### config.mk
export PLATFORM = sky130hd
export DESIGN_NAME = ram_arbiter
export DESIGN_NICKNAME = d
export VERILOG_FILES = /design/src/rtl/ram_arbiter_pkg.sv /design/src/rtl/ram_arb_pick.sv /design/src/rtl/ram_arbiter.sv
export SDC_FILE = /design/constraint.sdc
export NUM_CORES = 1
export LEC_CHECK = 0
export BUFFER_PORTS_ARGS = -buffer_cell sky130_fd_sc_hd__buf_2
export CAP_MARGIN = 20
export CORE_ASPECT_RATIO = 0.7
export CORE_MARGIN = 2
export CORE_UTILIZATION = 49
export DETAILED_ROUTE_END_ITERATION = 8
export PLACE_DENSITY_LB_ADDON = 0.05
export SETUP_SLACK_MARGIN = 0.1
export SKIP_CTS_REPAIR_TIMING = 1
export SKIP_LAST_GASP = 1
export SLEW_MARGIN = 25
export SYNTH_ARGS = -nofsm -noshare
export SYNTH_HDL_FRONTEND = slang
export SYNTH_SLANG_ARGS = --single-unit
### constraint.sdc
create_clock -name clk -period 2.4 [get_ports clk]
set_input_delay 0.24 -clock clk [delete_from_list [all_inputs] [get_ports clk]]
set_output_delay 0.24 -clock clk [all_outputs]
set_load 0.05 [all_outputs]
### src/rtl/ram_arbiter_pkg.sv
// Shared state/owner encodings, widths and the streak helper for the RAM arbiter.
package ram_arbiter_pkg;

  localparam int XLEN_WIDTH = 32;
  localparam int STREAK_W   = 4;
  localparam int WAIT_W     = 2;

  typedef enum logic [1:0] {
    ARB_IDLE  = 2'd0,
    ARB_ISSUE = 2'd1,
    ARB_WAIT  = 2'd2,
    ARB_RESP  = 2'd3
  } arb_state_e;

  typedef enum logic {
    ARB_OWN_IF  = 1'b0,
    ARB_OWN_MEM = 1'b1
  } arb_owner_e;

  // Saturating increment of the memory-grant streak, capped at the starvation limit.
  function automatic logic [STREAK_W-1:0] streak_inc(input logic [STREAK_W-1:0] cur,
                                                      input logic [STREAK_W-1:0] limit);
    return (cur >= limit) ? limit : cur + 4'd1;
  endfunction

endpackage

### src/rtl/ram_arb_pick.sv
// Combinational grant picker: memory stage wins unless fetch has been starved long enough.
module ram_arb_pick
  import ram_arbiter_pkg::*;
(
  input  logic                i_if_req,
  input  logic                i_mem_req,
  input  logic [STREAK_W-1:0] i_streak,
  input  logic [STREAK_W-1:0] i_starve_limit,
  output logic                o_grant_valid,
  output logic                o_grant_owner
);

  // Fetch only wins when it is alone or when the memory streak has hit the limit.
  always_comb begin
    o_grant_valid = i_if_req | i_mem_req;
    o_grant_owner = ARB_OWN_MEM;
    if (i_if_req && (!i_mem_req || (i_streak == i_starve_limit))) begin
      o_grant_owner = ARB_OWN_IF;
    end
  end

endmodule

### src/rtl/ram_arbiter.sv
// Shares one single-port RAM between the fetch and memory stages: arbitrate,
// issue one registered access, wait out the read latency, then pulse ready.
module ram_arbiter
  import ram_arbiter_pkg::*;
#(
  parameter int RD_LATENCY   = 1,
  parameter int STARVE_LIMIT = 4
)
(
  input  logic                  clk,
  input  logic                  rst,
  input  logic                  if_req,
  input  logic [XLEN_WIDTH-1:0] if_addr,
  output logic                  if_ready,
  output logic [XLEN_WIDTH-1:0] if_data,
  input  logic                  mem_req,
  input  logic                  mem_we,
  input  logic [XLEN_WIDTH-1:0] mem_addr,
  input  logic [XLEN_WIDTH-1:0] mem_wdata,
  output logic                  mem_ready,
  output logic [XLEN_WIDTH-1:0] mem_rdata,
  output logic                  ram_en,
  output logic                  ram_write_en,
  output logic [XLEN_WIDTH-1:0] ram_addr,
  output logic [XLEN_WIDTH-1:0] ram_write_data,
  input  logic [XLEN_WIDTH-1:0] ram_read_data,
  output logic                  pause_signal
);

  localparam logic [STREAK_W-1:0] LIMIT     = STREAK_W'(STARVE_LIMIT);
  localparam logic [WAIT_W-1:0]   WAIT_LOAD = WAIT_W'(RD_LATENCY - 1);

  arb_state_e            r_state;
  arb_owner_e            r_owner;
  logic                  r_we;
  logic [WAIT_W-1:0]     r_wait_cnt;
  logic [STREAK_W-1:0]   r_streak;
  logic                  r_ram_en;
  logic                  r_ram_write_en;
  logic [XLEN_WIDTH-1:0] r_ram_addr;
  logic [XLEN_WIDTH-1:0] r_ram_write_data;
  logic                  r_if_ready;
  logic                  r_mem_ready;
  logic [XLEN_WIDTH-1:0] r_if_data;
  logic [XLEN_WIDTH-1:0] r_mem_rdata;

  logic                  w_grant_valid;
  logic                  w_grant_owner;
  logic [XLEN_WIDTH-1:0] w_sel_addr;
  logic                  w_sel_we;
  logic [XLEN_WIDTH-1:0] w_sel_wdata;

  ram_arb_pick u_pick (
    .i_if_req       (if_req),
    .i_mem_req      (mem_req),
    .i_streak       (r_streak),
    .i_starve_limit (LIMIT),
    .o_grant_valid  (w_grant_valid),
    .o_grant_owner  (w_grant_owner)
  );

  // Select the winning request's address/we/data; fetch can never write.
  always_comb begin
    w_sel_addr  = mem_addr;
    w_sel_we    = mem_we;
    w_sel_wdata = mem_we ? mem_wdata : '0;
    if (w_grant_owner == ARB_OWN_IF) begin
      w_sel_addr  = if_addr;
      w_sel_we    = 1'b0;
      w_sel_wdata = '0;
    end
  end

  // Arbiter FSM: RAM strobes and ready pulses default low and are set for exactly one cycle.
  always_ff @(posedge clk) begin
    if (rst) begin
      r_state          <= ARB_IDLE;
      r_owner          <= ARB_OWN_IF;
      r_we             <= 1'b0;
      r_wait_cnt       <= '0;
      r_streak         <= '0;
      r_ram_en         <= 1'b0;
      r_ram_write_en   <= 1'b0;
      r_ram_addr       <= '0;
      r_ram_write_data <= '0;
      r_if_ready       <= 1'b0;
      r_mem_ready      <= 1'b0;
      r_if_data        <= '0;
      r_mem_rdata      <= '0;
    end else begin
      r_ram_en         <= 1'b0;
      r_ram_write_en   <= 1'b0;
      r_ram_addr       <= '0;
      r_ram_write_data <= '0;
      r_if_ready       <= 1'b0;
      r_mem_ready      <= 1'b0;
      case (r_state)
        ARB_IDLE: begin
          if (w_grant_valid) begin
            r_owner          <= arb_owner_e'(w_grant_owner);
            r_we             <= w_sel_we;
            r_ram_en         <= 1'b1;
            r_ram_write_en   <= w_sel_we;
            r_ram_addr       <= w_sel_addr;
            r_ram_write_data <= w_sel_wdata;
            if ((w_grant_owner == ARB_OWN_IF) || !if_req) begin
              r_streak <= '0;
            end else begin
              r_streak <= streak_inc(r_streak, LIMIT);
            end
            r_state <= ARB_ISSUE;
          end
        end
        ARB_ISSUE: begin
          if (r_we) begin
            r_mem_ready <= 1'b1;
            r_state     <= ARB_RESP;
          end else begin
            r_wait_cnt <= WAIT_LOAD;
            r_state    <= ARB_WAIT;
          end
        end
        ARB_WAIT: begin
          if (r_wait_cnt != 2'd0) begin
            r_wait_cnt <= r_wait_cnt - 2'd1;
          end else begin
            if (r_owner == ARB_OWN_IF) begin
              r_if_data  <= ram_read_data;
              r_if_ready <= 1'b1;
            end else begin
              r_mem_rdata <= ram_read_data;
              r_mem_ready <= 1'b1;
            end
            r_state <= ARB_RESP;
          end
        end
        ARB_RESP: begin
          r_state <= ARB_IDLE;
        end
        default: begin
          r_state <= ARB_IDLE;
        end
      endcase
    end
  end

  assign ram_en         = r_ram_en;
  assign ram_write_en   = r_ram_write_en;
  assign ram_addr       = r_ram_addr;
  assign ram_write_data = r_ram_write_data;
  assign if_ready       = r_if_ready;
  assign mem_ready      = r_mem_ready;
  assign if_data        = r_if_data;
  assign mem_rdata      = r_mem_rdata;
  assign pause_signal   = (mem_req & ~r_mem_ready) | (if_req & ~r_if_ready);

endmodule

# == After elaboration in Yosys (flattened, before gate mapping) ==
# Cells that the tools add are included.
# totals
reg_bits,142
latch_bits,0
ramBits,0
romBits,0
input_bits,133
output_inout_bits,133
word_cells,71
memories,0
# classes
add_sub_neg,2
n_mul,0
div_mod_pow,0
magnitude_cmp,1
n_eq_ne,8
shifts,0
muxes,18
bitwise_logic,12
reduce_logical,17
# ops
op,n
two-way mux 32 bit,1
AND reduction 3 bit,3
two-way mux 1 bit,8
two-way mux 2 bit,4
two-way mux 4 bit,2
inverter 1 bit,8
case mux 2 bit (4 select lines),1
"inequality test 2 bit, second input constant",3
OR reduction 3 bit,2
OR reduction 5 bit,1
"adder 4 x 1 -> 4 bit, second input constant",1
"equality test 2 bit, second input constant",2
"equality test 4 x 3 -> 1 bit, second input constant",1
">= comparator 4 x 3 -> 1 bit, second input constant",1
case mux 2 bit (2 select lines),1
AND reduction 2 bit,2
nonzero test 2 bit,2
bitwise AND 1 bit,2
"equality test 2 x 1 -> 1 bit, second input constant",1
logical NOT 1 bit,2
logical NOT 2 bit,1
logical OR 1 bit,2
"inequality test 2 x 1 -> 1 bit, second input constant",1
OR 1 bit,2
other kinds (4),4

# == Longest topological paths before layout ==
# depth
ltp_word,5
ltp_mapped,8
mapped_depth_nobuf,5

# == Cells and area by module ==
# From an unflattened synthesis, not the netlist that was laid out.
# unflattened
cells_unflattened,540
hier_area_um2,4974.8
# modules_own_cells
module,n_inst,cells_per_inst,area_per_inst_um2,seq_area_each_um2
ram_arbiter,1,533,4921.0,2842.7
ram_arb_pick,1,7,53.8,0.0

# == Worst setup path after synthesis ==
# Ideal clock, no wire load.
# synth_timing
kind,register to output
start,"register r_if_ready, in the netlist if_ready"
end,output port pause_signal
arrival_time_ns,1.312
required_time_ns,2.160
slack_ns,0.848
path_stages_with_launch,2
n_path_buf,0
cell_sequence,dfxtp_1 o22ai_1
# synth_via
elab_chain_len,3
# synth_lines
item,line,rtl
"start, declared",ram_arbiter.sv:42,logic r_if_ready;
"start signal, assigned",ram_arbiter.sv:86,r_if_ready <= 1'b0;
"start signal, assigned",ram_arbiter.sv:95,r_if_ready <= 1'b0;
"start signal, assigned",ram_arbiter.sv:129,r_if_ready <= 1'b1;
inverter 1 bit,ram_arbiter.sv:155,assign pause_signal = (mem_req & ~r_mem_ready) | (if_req & ~r_if_ready);
bitwise AND 1 bit,ram_arbiter.sv:155,
OR 1 bit,ram_arbiter.sv:155,
"end, declared",ram_arbiter.sv:27,output logic pause_signal
# No other way between the ends.

# == Worst setup path after layout ==
# layout_timing
start,register r_state[0]
end,"register r_ram_addr[19], in the netlist ram_addr[19]"
# layout_via
elab_chain_len,3
# layout_lines
item,line,rtl
"start, declared",ram_arbiter.sv:33,arb_state_e r_state;
"start signal, assigned",ram_arbiter.sv:77,r_state <= ARB_IDLE;
"start signal, assigned",ram_arbiter.sv:111,r_state <= ARB_ISSUE;
"start signal, assigned",ram_arbiter.sv:117,r_state <= ARB_RESP;
logical NOT 2 bit,ram_arbiter.sv:97,case (r_state)
inverter 1 bit (no line),-,
OR reduction 3 bit (no line),-,
"end signal, assigned",ram_arbiter.sv:104,r_ram_addr <= w_sel_addr;
"end, declared",ram_arbiter.sv:40,logic [XLEN_WIDTH-1:0] r_ram_addr;
# No other way between the ends.
# A chain may end at the register's enable or synchronous reset.

==> impl_metrics.csv <==
group,metric,value,unit
final_layout,insertedDiodeCount,0,
place,io_buffers,265,
routing,via_per_inst,4.95,
clock_network,cts_tree,"built",
place,gp_congestion,0.849,
logic_synthesis,synth_common_cells,"nand2_1 (198), dfxtp_1 (142), a21oi_1 (68)",
worst_setup_path,path_cells,"inv_1, ha_1, and2b_2, buf_4, nand2_1, o22ai_2",
clock_network,h-tree-depth,4,
grt,antenna_found_initial,1,
floorplanning,die_w,127,um
run_status,outcome,"complete, no violations",
floorplanning,die-height,89.9,um
clock_network,clk_latency,0.41,ns
clock_network,cts_buffers,17,
logic_synthesis,yosys-top-cells-area,"dfxtp_1 (55%), nand2_1 (14%), o22ai_2 (7.3%), a21oi_1 (6.6%), and2_1 (4.0%)",
sta,timing.fmax,563,MHz
worst_setup_path,crit_path_max_incr_delay,0.47,ns
grt,grt_pass1_vias,4449,
clock_network,path_clk_slew,0.06,ns
sta,worst_clock_skew,0.0123,ns
logic_synthesis,synthArstFlopShare,0,
power,fin_total_pwr,7.68,mW
routing,wire_per_inst,14.0,um
clock_network,cts.sinks,142,
grt,grt_pass1_wl,21200,um
sta,maxSlewViolCount,0,
logic_synthesis,yosys.cell_count.top_type,"nand2_1",
logic_synthesis,synthesis.nets,705,
routing,drc,0,
logic_synthesis,synth_area_leader_cell,"dfxtp_1",
worst_setup_path,worst-path-max-fanout,64,
power,power_leakage,3.36,nW
clock_network,cts_max_path_buffers,2,
worst_setup_path,worst_setup_path_end_kind,"flip-flop",
sta,min_period,1.78,ns
sta,maxSlewHeadroom,0.512,
routing,drt_iter0_markers,126,
grt,grt_util_met2,0.395,
job,drv_cap,0,
sta,hold_viol_final,0,
logic_synthesis,syn-cell-area,5160,um^2
grt,grt.total_usage,0.234,
sta,tightest_slew,0.732,ns
grt,top_usage_layer,"met2",
grt,grt_max_degree,74,
worst_setup_path,critPathKind,"flip-flop to flip-flop",
power,power_density,1080,nW/um^2
logic_synthesis,yosysWarnings,0,
logic_synthesis,synth_edf_count,0,
grt,grt_util_met3,0.0845,
final_layout,nNetsFinal,958,
floorplanning,pin_count,266,
worst_setup_path,cpMaxStageDelayCell,"buf_4",
routing,first_pass_iters,4,
logic_synthesis,synth_top_area_share,0.551,
sta,finalSetupViolCount,0,
sta,setup_tns,0,ns
logic_synthesis,ys.flop_type,"dfxtp_1",
floorplanning,core-area,10300,um^2
worst_setup_path,arrival,2.10,ns
grt,grt.overflow.total,0,
logic_synthesis,synth_seq_cells,142,
routing,ant_nets,0,
worst_setup_path,reg2reg_slack,0.62,ns
logic_synthesis,yosysUniqueCellTypes,38,
worst_setup_path,cp.required,2.73,ns
routing,wirelength,13500,um
clock_network,cts_root_buf,"clkbuf_16",
sta,rsz0062_at_grt,"false",
final_layout,final_layout_size_suffix_gt1_frac,0.409,
logic_synthesis,ys_seq_area_frac,0.551,
grt,use_met1,0.266,
final_layout,area_delta_synth_final,37.8,%
hold_path,hp-class,"input pin to flip-flop",
floorplanning,die_area,11400,um^2
sta,fin_crit_sh,0.740,
place,hpwlAfterDp,9660,um
routing,dr_total_vias,4767,
worst_setup_path,worstSetupStartpointType,"flip-flop",
logic_synthesis,avgSynthCellArea,9.14,um^2
power,ir_drop,0.576,mV
floorplanning,row_count,31,
floorplanning,start_util,0.500,
logic_synthesis,syn_inst,565,
-- path summary, 6_finish.rpt --
kind | from | endpoint | cells past startpoint
min reg2reg | if_data[0] | if_data[0] | 2
max | r_state[0] | ram_addr[19] | 6
min | mem_wdata[11] | ram_write_data[11] | 2
max reg2reg | r_state[0] | ram_addr[19] | 6
-- routing by layer --
metal  vias to the layer above  part of all wire
li1                       2356                 -
met1                      2178              0.39
met2                       211              0.50
met3                        22             0.095
met4                         0             0.021
met5                         -                 0
-- registers in the layout, indices dropped and copies added, names as in the netlist --
name	flops
ram_write_en	1
r_owner	1
ram_write_data	32
if_data	32
if_ready	1
r_we	1
r_wait_cnt	2
ram_en	1
ram_addr	32
mem_rdata	32
mem_ready	1
r_state	2
r_streak	4
-- cells in the final DEF, fill, tap and decap left out, types with 2 or more instances in the layout --
master	instances
clkbuf_16	17
ha_1	7
o32ai_1	2
buf_4	7
nand3b_1	2
nand2_1	198
bufinv_16	3
clkinv_2	4
clkbuf_8	5
a21oi_1	68
buf_2	265
o22ai_1	5
clkinvlp_4	2
and2_1	33
dfxtp_1	142
o22ai_2	30
o31ai_1	2
o21a_1	2
nor2_1	5
inv_1	10
-- metrics by stage --
stage          setup WS, ns  hold slack [ns]  cells  cell area (um^2)  utilization
2_1_floorplan         0.848            0.362    565              5160            -
3_3_place_gp          0.720            0.438    931              6480        0.629
3_5_place_dp          0.634            0.443    931              6480        0.629
4_1_cts               0.628           0.0166    963              7110        0.689
5_1_grt               0.416           0.0206    963              7110        0.689
6_report              0.624           0.0315    963              7110        0.689
-- power breakdown --
part / switching (mW) / total (mW) / internal, mW
clock: 0.960 / 2.73 / 1.77
combinational: 1.62 / 2.21 / 0.593
sequential: 0.108 / 2.74 / 2.63
total: 2.69 / 7.68 / 4.99
-- critical path: cells and delay by family (launching register included) --
family / cells / cell delay [ns]
compound gates: 1 / 0.16
fa+ha+maj: 1 / 0.25
buf+inv: 2 / 0.59
flops: 1 / 0.32
simple gates: 2 / 0.33
-- final cells by class --
cell class              instances  area (um^2)
multi-input cells             374         2040
well taps                     132          165
fillers                       855         3200
repair buffers                273         1400
inverters                      10         37.5
clock inverters                10          134
clock buffers                  22          494
flip-flops and latches        142         2840
-- cell families after synthesis --
kind of cell | share of synthesized area
AOI/OAI and AO/OA | 0.166
DFF | 0.551
muxes | 0.00218
and+or+nand+nor | 0.209
adders and majority gates | 0.0170
buffers and inverters | 0.0557
Power figures use the tool's default switching activity.
